`src/rtl/window_generator_pkg.sv`:
```
// Shared constants for the 3x3 window producer and the MAC that consumes it.
package window_generator_pkg;

  // Default geometry and pixel width.
  localparam int WG_N_DEF = 8;
  localparam int WG_W_DEF = 8;
  localparam int WG_H_DEF = 8;

  // Window taps, row-major: tap k drives kernel slice [(k+1)*n-1 : k*n].
  localparam int WIN_TAPS   = 9;
  localparam int WIN_ROWS   = 3;
  localparam int WIN_TOP_IN = 2;   // tap loaded from the older line buffer
  localparam int WIN_MID_IN = 5;   // tap loaded from the newer line buffer
  localparam int WIN_NEWEST = 8;   // tap loaded from the incoming pixel

endpackage

```
`src/rtl/window_generator_line_buffer.sv`:
```
// One image row of storage: combinational read of the old value at addr,
// write of din at addr on the same edge. Contents are never reset.
module line_buffer #(
  parameter int n = 8,
  parameter int W = 8
) (
  input  logic                 clk,
  input  logic                 we,
  input  logic [$clog2(W)-1:0] addr,
  input  logic [n-1:0]         din,
  output logic [n-1:0]         dout
);

  logic [n-1:0] mem [W];

  assign dout = mem[addr];

  // Row storage write port.
  always_ff @(posedge clk) begin
    if (we) mem[addr] <= din;
  end

endmodule

```
`src/rtl/window_generator.sv`:
```
// Raster-stream to 3x3 neighbourhood generator. Two line buffers hold the
// previous two rows; a 3x3 shift register slides one column per accepted
// pixel. Only windows fully inside the current frame are flagged valid.
module window_generator
  import window_generator_pkg::*;
#(
  parameter int n = WG_N_DEF,
  parameter int W = WG_W_DEF,
  parameter int H = WG_H_DEF
) (
  input  logic         clk,
  input  logic         rst,
  input  logic [n-1:0] pix_in,
  input  logic         in_valid,
  output logic         in_ready,
  output logic [n-1:0] win0,
  output logic [n-1:0] win1,
  output logic [n-1:0] win2,
  output logic [n-1:0] win3,
  output logic [n-1:0] win4,
  output logic [n-1:0] win5,
  output logic [n-1:0] win6,
  output logic [n-1:0] win7,
  output logic [n-1:0] win8,
  output logic         out_valid,
  input  logic         out_ready,
  output logic         frame_last
);

  localparam int CW = $clog2(W);
  localparam int RW = $clog2(H);
  localparam logic [CW-1:0] COL_LAST = CW'(W - 1);
  localparam logic [RW-1:0] ROW_LAST = RW'(H - 1);

  logic [CW-1:0] col;
  logic [RW-1:0] row;
  logic          accept;
  logic          col_end;
  logic          row_end;
  logic          full_win;
  logic [n-1:0]  top;
  logic [n-1:0]  mid;
  logic [n-1:0]  win_q [WIN_TAPS];

  // A held window blocks input; consuming it frees the slot in the same cycle.
  assign in_ready = !out_valid || out_ready;
  assign accept   = in_valid && in_ready;

  assign col_end  = (col == COL_LAST);
  assign row_end  = (row == ROW_LAST);
  // Columns 0/1 carry wrapped data from the previous row, rows 0/1 carry
  // data from the previous frame; neither may be emitted.
  assign full_win = (row >= RW'(2)) && (col >= CW'(2));

  // lb0 holds row r-1, lb1 holds row r-2; lb1 is refilled from lb0's old value.
  line_buffer #(.n(n), .W(W)) u_lb0 (
    .clk  (clk),
    .we   (accept),
    .addr (col),
    .din  (pix_in),
    .dout (mid)
  );

  line_buffer #(.n(n), .W(W)) u_lb1 (
    .clk  (clk),
    .we   (accept),
    .addr (col),
    .din  (mid),
    .dout (top)
  );

  // Raster position of the next pixel to be accepted.
  always_ff @(posedge clk or posedge rst) begin
    if (rst) begin
      col <= '0;
      row <= '0;
    end else if (accept) begin
      if (col_end) begin
        col <= '0;
        row <= row_end ? '0 : row + 1'b1;
      end else begin
        col <= col + 1'b1;
      end
    end
  end

  // 3x3 window: each row shifts left, new column enters on the right.
  always_ff @(posedge clk or posedge rst) begin
    if (rst) begin
      for (int i = 0; i < WIN_TAPS; i++) win_q[i] <= '0;
    end else if (accept) begin
      for (int r = 0; r < WIN_ROWS; r++) begin
        win_q[3*r]   <= win_q[3*r+1];
        win_q[3*r+1] <= win_q[3*r+2];
      end
      win_q[WIN_TOP_IN] <= top;
      win_q[WIN_MID_IN] <= mid;
      win_q[WIN_NEWEST] <= pix_in;
    end
  end

  // Output qualifiers: load on accept, clear once consumed, hold on stall.
  always_ff @(posedge clk or posedge rst) begin
    if (rst) begin
      out_valid  <= 1'b0;
      frame_last <= 1'b0;
    end else if (accept) begin
      out_valid  <= full_win;
      frame_last <= row_end && col_end;
    end else if (out_ready) begin
      out_valid  <= 1'b0;
      frame_last <= 1'b0;
    end
  end

  assign win0 = win_q[0];
  assign win1 = win_q[1];
  assign win2 = win_q[2];
  assign win3 = win_q[3];
  assign win4 = win_q[4];
  assign win5 = win_q[5];
  assign win6 = win_q[6];
  assign win7 = win_q[7];
  assign win8 = win_q[8];

endmodule
```
`config.mk`:
```
export PLATFORM = sky130hd
export DESIGN_NAME = window_generator
export DESIGN_NICKNAME = d
export VERILOG_FILES = /design/src/rtl/window_generator_pkg.sv /design/src/rtl/window_generator_line_buffer.sv /design/src/rtl/window_generator.sv
export SDC_FILE = /design/constraint.sdc
export NUM_CORES = 1
export LEC_CHECK = 0
export CORE_MARGIN = 5
export CORE_UTILIZATION = 50
export DETAILED_ROUTE_END_ITERATION = 6
export PLACE_DENSITY = 0.72
export REMOVE_ABC_BUFFERS = 1
export SYNTH_ARGS = -nofsm -noshare
export SYNTH_HDL_FRONTEND = slang
export SYNTH_SLANG_ARGS = --single-unit
```
`constraint.sdc`:
```
create_clock -name clk -period 5.58 [get_ports clk]
set_clock_uncertainty 0.2 [all_clocks]
set_input_delay 1.674 -clock clk [delete_from_list [all_inputs] [get_ports clk]]
set_output_delay 1.674 -clock clk [all_outputs]
set_load 0.005 [all_outputs]
```
# [Word-level counts from Yosys, hierarchy flattened]
# Memories as Yosys holds them, arrays and structs flattened. A register that Yosys moved wholly into a read port is not among the register bits.
# Cells that the tools add are included.
[word_totals] ff_bits=72 ram_bits=128 in_bits=12 word_cells=34 memories=2
[memory_table] memory="u_lb0.mem" depth=8 word_bits=8 rd=1 rd_ports_with_merged_regs=0 write_ports=1 line="window_generator_line_buffer.sv:14" rtl="logic [n-1:0] mem [W];"
[memory_table] memory="u_lb1.mem" depth=8 word_bits=8 rd=1 rd_ports_with_merged_regs=1 write_ports=1 line="window_generator_line_buffer.sv:14"
[classes] addsub=2 order_cmp=2 n_eq_ne=2 mux=7 reduce_logical=7
[ops] operator="adder 3 x 1 -> 3 bit (second input constant)" count=2
[ops] operator="== test 3 bit (second input constant)" count=2
[ops] operator=">= comparator 3 x 2 -> 1 bit (second input constant)" count=2
[ops] operator="two-way mux 3 bit" count=2
[ops] operator="two-way mux 1 bit" count=5
[ops] operator="logical AND 1 bit" count=3
[ops] operator="AND reduction 2 bit" count=1
[ops] operator="nonzero test 2 bit" count=1
[ops] operator="zero test 1 bit" count=1
[ops] operator="logical OR 1 bit" count=1

# [Longest topological paths before layout]
# Gate-level depths: netlist of run 1.
[logic_depth] ltp_word=5 ltp_mapped=7 depth_no_buf=5

# [Cells and area by module]
# A second synthesis of run 1 with hierarchy kept.
[hier_totals] hier_cells=431 area_unflattened_um2=8319.2
[modules_own_cells] module="line_buffer" instances=2 cells_per_inst=121 area_each_um2=2555.0 seq_area_each_um2=1921.8
[modules_own_cells] module="window_generator" instances=1 cells_per_inst=189 area_each_um2=3209.3 seq_area_each_um2=2001.9

# [Least setup slack after synthesis of run 1]
# OpenSTA, ideal clock, no wires.
[synth_timing] kind="in2out" from="input out_ready" to="output in_ready" arrival_time_ps=2115 required_ps=3706 slack_ps=1591 stages=2 n_path_buf=1 cell_sequence="nand2b_1 clkbuf_1"
[synth_between] elab_chain_cells=1
[synth_rtl] item="start, declared" line="window_generator.sv:26" rtl="input logic out_ready,"
[synth_rtl] item="logical OR 1 bit" line="window_generator.sv:46" rtl="assign in_ready = !out_valid || out_ready;"
[synth_rtl] item="end, declared" line="window_generator.sv:15" rtl="output logic in_ready,"
# Every way passes these cells.

# [Worst setup path after layout of run 1]
# Same ends and word-level chain as after synthesis.

==> metrics.txt, run 1 <==
register bit total from synthesis 208; peak supply drop 0.3871 mV; Diodes inserted 0; die width 138.5 um; WP data arrival 2810 ps; layout cells sized above 1 25.66%; dpl hpwl 10.74 mm; CTS max path bufs 3; Root Buffer clkbuf_16; measured slew at the worst slew-check pin 1081 ps; DRT Pass-1 Iters 5; Slew Limit Fails 0; CP Class in2out; CP required 3710 ps; Worst Path Max Fanout 2; DR vias/cell 5.484; Fillers 1197; final setup fails 0; first-pass GRT wire length 27.24 mm; latest clock arrival within the worst-skew pair 490 ps; Place WS 866.9 ps; hold slack final 302.0 ps; DRC viols 0; CP endpoint kind output port; setup tns final 0 ps; R2R setup slack 2570 ps; fmax 213.3 MHz; fin crit period 4688 ps; Max Cap Viol 0; commonest non-fill, non-tap cell in the layout edfxtp_1; die area 19170 sq um; nets 606; CP Cell Sequence clkdlybuf4s50_1, nand2b_1, clkdlybuf4s50_1; Tot GR Track Use 17.62%; ys flop type edfxtp_1; most frequent cells in the layout 128 x edfxtp_1, 86 x clkdlybuf4s50_1, 79 x dfrtp_1; routed len/inst 20.39 um; Avg Cell Area, Syn 16.91 sq um; H-tree level count 1; Synth-to-Final Area Change 22.34%; RSZ-0062 raised after global routing false; Unique masters post-synth 34; Routed Antenna Nets 0; Die Ht 138.5 um; post_cts resized 0; initial antenna violation count 0; outcome finished clean; Layout Utilization 61.53%; Post-Syn Instances 488; Tcrit/Tclk final 84.02%; hold crit path type reg2reg; initial core utilization 50.29%; CP dominant cell by count clkdlybuf4s50_1; Site Rows 47; clock edge transition at the registers on the reported setup and hold paths 60 ps; DRT iter0 DRCs 302; sequential cell area 5847 sq um; Post-Route WL 16.80 mm; vias in the first global route 4902; TritonCTS Buffers 22; Pleak 3.729 nW; FFs w/ async S/R, synth 38.46%; via count 4519; Mapped Area 8252 sq um; Port Buffers 86; largest net degree at the start of global routing 62; relative slew slack 27.94%; Worst path max stage delay 520 ps; total gr overflow 0; sequential area share after synthesis 70.84%; worst setup margin 891.7 ps; CP startpoint kind primary input; Largest delay share family, worst path buffers and inverters; Ports 87; CTS tree yes; buffers plus inverters on the worst setup path 2; pwr dens 557.5 nW/um^2; CTS Sinks 208; RD Place Congestion 0.8091; Post-synth EDFFs 128; slowest CP cell clkdlybuf4s50_1; area occupied by multi-input gates 2217 sq um; Yosys Warn Count 0; CTS Hold Bufs 0; Post-CTS Setup Bufs 0; Final Hold Viols 0; core footprint 16410 sq um
[logic make-up after synthesis]
family,synth area share [%]
multiplexers,16.63
AND/OR/NAND/NOR,4.170
adder cells (fa/ha/maj),0.9098
flip-flops,70.84
buffers and inverters,2.578
AO/OA/AOI/OAI,4.867
[stage by stage]
stage                     std cells  area [sq um]  power, W
after floorplan                 458          8058  0.003344
after global placement          784          9370  0.004181
after detailed placement        784          9370  0.004258
after CTS                       824         10090  0.005704
after global routing            824         10090  0.005925
final                           824         10090  0.005628
[sequential cells by signal, summed over array words and instances (netlist names)]
signal / flops
u_lb0.mem: 64
u_lb1.mem: 64
win0: 8
win1: 8
win2: 8
win3: 8
win4: 8
win5: 8
win6: 8
win7: 8
win8: 8
col: 3
row: 3
frame_last: 1
out_valid: 1
[cells in the mapped netlist, drive strengths merged (6+ instances only)]
cell      n  area share (%)
and3      6            0.45
o31ai     8            0.73
a21oi    11            0.67
a21bo     7            0.85
o21ai     6            0.36
nand2b   14             1.1
buf      22             2.0
mux2i    28             3.4
nor2     10            0.45
edfxtp  128              47
clkbuf    8            0.36
ha        6            0.91
mux4     11             3.0
o22ai     7            0.53
mux2     75              10
dfrtp    80              24
a22o      7            0.74
nand2    19            0.86
a31oi     9            0.68
[layout make-up]
class,instances,area share [%]
Multi-Input combinational cell,245,21.96
Timing Repair Buffer,106,10.01
Inverter,5,0.1983
Tap cell,220,2.727
Sequential cell,208,57.92
Clock buffer,27,6.160
Clock inverter,13,1.016
[worst paths after layout]
path | end | cells past startpoint | startpoint
worst max-delay path | in_ready | 3 | out_ready
worst min-delay path | win6[2]$_DFFE_PP0P_ | 1 | win6[2]$_DFFE_PP0P_
worst max register to register | u_lb1.mem[0][3]$_DFFE_PP_ | 3 | col[0]$_DFFE_PP0P_
worst min register to register | win6[2]$_DFFE_PP0P_ | 1 | win6[2]$_DFFE_PP0P_
max in group asynchronous | win8[2]$_DFFE_PP0P_ | 3 | rst
min in group asynchronous | win3[2]$_DFFE_PP0P_ | 2 | rst
[power breakdown]
part           internal, W  switching [W]
Clock             0.000842       0.000587
Combinational     0.000979       0.000781
Sequential         0.00216       0.000282
Total              0.00398        0.00165
[routing by layer]
metal | GRT usage [%] | share of wire [%]
met4 | 4.108 | 1.5
met5 | 0 | 0
met2 | 30.09 | 50
met1 | 23.62 | 41
met3 | 3.453 | 6.8
Note: power is estimated with default switching activity, not from simulation.
==> inputs of run 2 (changes only) <==
clock period = 4.8 ns   (was 5.58 ns; I/O delays follow)
==> run 2 against run 1 <==
Compared with the run above:
- wire length rose by 0.21%
- first-iteration DRC count rose by 22%
- critical path type unchanged
- worst setup slack got worse by 320 ps
- critical endpoint unchanged
==> metrics.txt, run 2 (synthesis gave the netlist of run 1 again) <==
DRT iter0 DRCs 368; WHS Path Cells 1; core footprint 16410 sq um; met2 usage 29.91%; Comb power frac 31.5%; CP Class in2out; nets 611; R2R setup slack 1930 ps; Slew Limit Fails 0; Diodes inserted 0; worst min-delay path endpoint win0[1]$_DFFE_PP0P_; min-delay src win0[1]$_DFFE_PP0P_; Pleak 3.765 nW; r2r endpoint u_lb1.mem[5][6]$_DFFE_PP_; commonest non-fill, non-tap cell in the layout edfxtp_1; Site Rows 47; die area 19170 sq um; sequential power share 44.1%; DRC viols 0; measured slew at the worst slew-check pin 1135 ps; routed len/inst 20.31 um; relative slew slack 24.04%; outcome finished clean; CP required 3160 ps; first-pass GRT wire length 26.69 mm; Post-CTS Setup Bufs 0; fin crit period 4229 ps; Sw Share 29.23%; TritonCTS Buffers 22; clock edge transition at the registers on the reported setup and hold paths 60 ps; CP dominant cell by count clkdlybuf4s50_1; WP data arrival 2590 ps; slowest CP cell clkdlybuf4s50_1; fmax 236.5 MHz; Worst path max stage delay 520 ps; worst setup margin 571.0 ps; Layout Utilization 61.63%; Root Buffer clkbuf_16; RSZ-0062 raised after global routing false; largest registers u_lb0.mem: 64 flops, u_lb1.mem: 64 flops; reg2reg start col[2]$_DFFE_PP0P_; CTS Hold Bufs 0; largest net degree at the start of global routing 46; hold crit path type reg2reg; Fillers 1182; DR vias/cell 5.522; Ports 87; setup tns final 0 ps; post_cts resized 0; NetSw 0.001895 W; CP endpoint kind output port; CP Cell Sequence clkdlybuf4s50_1, nand2b_1, clkdlybuf4s50_1; Max Cap Viol 0; post-placement cell count 789; CTS tree yes; Port Buffers 86; final std cells w/o fill 829; die width 138.5 um; most frequent cells in the layout 128 x edfxtp_1, 86 x clkdlybuf4s50_1, 79 x dfrtp_1; Worst Path Max Fanout 2; total gr overflow 0; Place WS 548.4 ps; initial antenna violation count 0; layout cells sized above 1 26.27%; Final Hold Viols 0; latest clock arrival within the worst-skew pair 500 ps; Tcrit/Tclk final 88.10%; CTS Sinks 208; Tot GR Track Use 17.42%; RD Place Congestion 0.7913; fin area 10110 sq um; final setup fails 0; dpl cell area 9420 sq um; initial core utilization 50.29%; Worst R2R Path Depth 4; Post-Route WL 16.84 mm; Most Crowded Layer GR met2; via count 4578; dpl hpwl 10.66 mm; pwr dens 641.3 nW/um^2; CTS max path bufs 3; peak supply drop 0.3641 mV; H-tree level count 1; Clk pwr share 24.4%; CP startpoint kind primary input; Die Ht 138.5 um; met3 usage 4.040%; P_int 0.004589 W; Routed Antenna Nets 0; vias in the first global route 4868; GRT met1 Usage 22.56%; Synth-to-Final Area Change 22.55%; DRT Pass-1 Iters 5
run 2: cell type report:
cell class / count / area, sq um / share of cell area (%)
Clock inverter: 10 / 50.05 / 0.4949
Tap cell: 220 / 275.3 / 2.722
Sequential cell: 208 / 5847 / 57.82
Inverter: 5 / 20.02 / 0.1980
Timing Repair Buffer: 111 / 1061 / 10.49
Clock buffer: 30 / 641.9 / 6.347
Multi-Input combinational cell: 245 / 2217 / 21.93
run 2: worst max-delay path by stage:
stage	from	end	slack, ps
floorplan	out_ready	u_lb0.mem[1][0]$_DFFE_PP_	-220
global placement	out_ready	in_ready	540
detailed placement	out_ready	in_ready	550
CTS	out_ready	in_ready	540
global route	out_ready	in_ready	520
finish	out_ready	in_ready	570
run 2: stage by stage:
stage                     hold WS [ps]  total power [W]
after detailed placement         292.9         0.004949
final                            303.2         0.006484
after floorplan                  304.4         0.003888
after CTS                        305.9         0.006556
after global routing             316.4         0.006827
after global placement           286.5         0.004868
run 2: power by group through the flow:
| stage | Clock, W | Combinational (W) | Sequential (W) |
|---|---|---|---|
| after floorplan | 0 | 0.00101 | 0.00287 |
| after global placement | 0 | 0.00200 | 0.00287 |
| after detailed placement | 0 | 0.00205 | 0.00290 |
| after CTS | 0.00162 | 0.00207 | 0.00287 |
| after global routing | 0.00169 | 0.00221 | 0.00293 |
| final | 0.00158 | 0.00204 | 0.00286 |
run 2: critical path: cells and delay by family:
| family | cells | cell delay, ps |
|---|---|---|
| and+or+nand+nor | 1 | 160 |
| buffers and inverters | 2 | 990 |
run 2: routing by layer:
layer | part of all wire, % | routed length, um
met3 | 6.1 | 1034
met5 | 0 | 0
met1 | 41 | 6906
met2 | 51 | 8532
met4 | 2.2 | 363
==> inputs of run 3 (changes only) <==
SKIP_CTS_REPAIR_TIMING = 1   (was default)
==> results of run 3 <==
No change in the layout: final DEF, timing and power equal those of run 2.
==> RTL edit (config.mk and constraints of run 3) <==
Make the reset (`rst`) synchronous in 3 clocked blocks.
--- a/src/rtl/window_generator.sv
+++ b/src/rtl/window_generator.sv
@@ -70,7 +70,7 @@
   );
 
   // Raster position of the next pixel to be accepted.
-  always_ff @(posedge clk or posedge rst) begin
+  always_ff @(posedge clk) begin
     if (rst) begin
       col <= '0;
       row <= '0;
@@ -85,7 +85,7 @@
   end
 
   // 3x3 window: each row shifts left, new column enters on the right.
-  always_ff @(posedge clk or posedge rst) begin
+  always_ff @(posedge clk) begin
     if (rst) begin
       for (int i = 0; i < WIN_TAPS; i++) win_q[i] <= '0;
     end else if (accept) begin
@@ -100,7 +100,7 @@
   end
 
   // Output qualifiers: load on accept, clear once consumed, hold on stall.
-  always_ff @(posedge clk or posedge rst) begin
+  always_ff @(posedge clk) begin
     if (rst) begin
       out_valid  <= 1'b0;
       frame_last <= 1'b0;
Behaviour: differs if rst is asserted again (counterexample within 4 cycles, from zero or initial values and one cycle with rst high); with rst held inactive, the same outputs for 10 cycles.
==> RTL edit against run 3 <==
- critical path depth increased by 1
- cell area decreased by 1.0%
- critical path type unchanged
- area after synthesis decreased by 0.74%
- count of clock-buffer cells in the layout unchanged
- wire length decreased by 7.8%
- register-to-register slack improved by 0.09 ns
- worst setup slack got worse by 0.075 ns
- sequential cell count increased by 3
Power is not compared: it rests on default switching activity, and its combinational part moved more than twofold at a synthesized area within 25%.
==> RTL edit: results (changes against run 3) <==
INITIALDRTVIOLATIONCOUNT=291  # -21%
NUMBER_OF_FLOPS_MAPPED_TO_ENABLE_CELLS_BY_YOSYS=200  # +56%
DRIVE_ABOVE_1_SHARE=0.1593  # -0.1034
CLOCK_TREE.ROOT_CELL='sky130_fd_sc_hd__clkbuf_16'
RUN_STATUS='completed'
YS.FLOP_TYPE='sky130_fd_sc_hd__edfxtp_1'
VIAS=4390  # -4.1%
SYN_INST=474  # -2.9%
MET1_WIRELENGTH_MM=6.494  # -6.0%
TOTAL_NUMBER_OF_NETS_IN_THE_FINAL_DESIGN=592  # -3.1%
DRT-PASS1-ITER-COUNT=5  # unchanged
GRT_START_MAX_NET_PINS=41  # -11%
WL_MET2_MM=7.824  # -8.3%
CLOCK_BUFFERS_CREATED_BY_TRITONCTS=22  # unchanged
CRITICAL_PATH.MAX_FANOUT=8  # +6
ARRIVAL_NS=2.66  # +0.07 ns
FINAL.FILL_COUNT=1177  # -0.42%
YOSYSUNIQUECELLTYPES=35  # +2.9%
REG.LARGEST.LIST='win_q x72, u_lb0.mem x64, u_lb1.mem x64'
HOLDCRITPATHCLASS='reg2reg'
CTS_MAX_PATH_BUFFERS=3  # unchanged
RELSLEWSLACK=0.3075  # +0.06715
STATIC-LEAKAGE-POWER_nW=3.424
CTS-HTREE-LEVELS=1  # unchanged
ANTENNA_FOUND_INITIAL=0  # unchanged
YOSYSWARNINGS=0  # unchanged
SYNTH-ASYNC-RESET-RATIO=0  # -0.3846
PLACE.DETAILED.INSTANCES=766  # -2.9%
WORST_SKEW_PAIR.LATE_LATENCY_NS=0.49
GRT_FIRST_PASS_WIRELENGTH_MM=24.38  # -8.6%
PLACE.GP.CONGESTION=0.8261  # +4.4%
DR_WL_MET3_UM=877  # -15%
TOTAL_GRT_USAGE=0.1678  # -0.006446
HIGHEST_LAYER='met4'
PORT_BUFFER_COUNT=86  # unchanged
YS_SEQ_AREA_FRAC=0.7602  # +0.05174
YS_TOP_CELLS_BY_COUNT='sky130_fd_sc_hd__edfxtp_1 (200), sky130_fd_sc_hd__and2_1 (56), sky130_fd_sc_hd__mux2_2 (31)'
IRDROPWORSTVDD_uV=276.6
DPL.HPWL_MM=9.655  # -9.4%
DRT_WL_TOTAL_MM=15.53  # -7.8%
GRT_PASS1_VIAS=4538  # -6.8%
WL_PER_CELL_UM=19.26  # -5.2%
SYNTHTOPCELLSBYAREA='sky130_fd_sc_hd__edfxtp_1 (73%), sky130_fd_sc_hd__and2_1 (4.3%), sky130_fd_sc_hd__mux2_2 (4.3%)'
N_ANTENNA_CELL=0  # unchanged
CLK_PIN_SLEW_NS=0.06  # about the same
-- RTL edit: cell types whose count changed after synthesis, sizes merged, moves of 12 or more --
cell	delta
dfrtp	-80
edfxtp	+72
and2	+54
mux2	-44
nand2	-14
nor3	+12
-- RTL edit: through the flow --
step	area [sq um]	power, mW	setup slack, ns	hold slack, ns
2_1_floorplan	8051	2.323	0.6476	0.2565
3_3_place_gp	9335	2.480	0.5296	0.2934
3_5_place_dp	9335	2.493	0.5101	0.3073
4_1_cts	10010	4.066	0.5021	0.3209
5_1_grt	10010	4.162	0.4306	0.3326
6_report	10010	4.026	0.4964	0.3136
-- RTL edit: critical path, cell delays in order --
cell and delay (ns):
sky130_fd_sc_hd__clkdlybuf4s50_1 0.46, sky130_fd_sc_hd__nor2b_4 0.22, sky130_fd_sc_hd__inv_1 0.09, sky130_fd_sc_hd__clkdlybuf4s50_1 0.45
-- RTL edit: kinds of logic (layout without fill, tap and decap cells) --
family	after synthesis	in the layout	synth area share
buf+inv	31	147	0.01971
compound gates	56	56	0.05209
flops	211	211	0.7602
mux	60	60	0.07806
simple gates	110	110	0.08081
fa+ha+maj	6	6	0.009166
-- RTL edit: layout make-up --
class,count,share of cell area
flip-flops and latches,211,0.6221
multi-input cells,232,0.1840
repair buffers,101,0.09725
clock buffers,30,0.06012
well taps,216,0.02700
clock inverters,10,0.007250
inverters,6,0.002250
-- RTL edit: power breakdown --
part / switching, mW / total [mW] / internal (mW)
clock network: 0.645 / 1.58 / 0.930
registers: 0.0385 / 2.15 / 2.11
logic: 0.150 / 0.298 / 0.148
total: 0.834 / 4.03 / 3.19
-- RTL edit: routing by layer --
layer / GRT usage / up-vias
li1: - / 2033
met1: 0.2200 / 2198
met2: 0.2901 / 124
met3: 0.02866 / 35
met4: 0.04830 / 0
met5: 0 / -
-- RTL edit: worst paths after layout --
path	from	endpoint	slack, ns	cells past startpoint
max	out_ready	in_ready	0.50	4
min	frame_last	frame_last	0.31	2
max reg2reg	flip-flop	u_lb1.mem[6][1]	2.02	4
min reg2reg	frame_last	frame_last	0.31	2
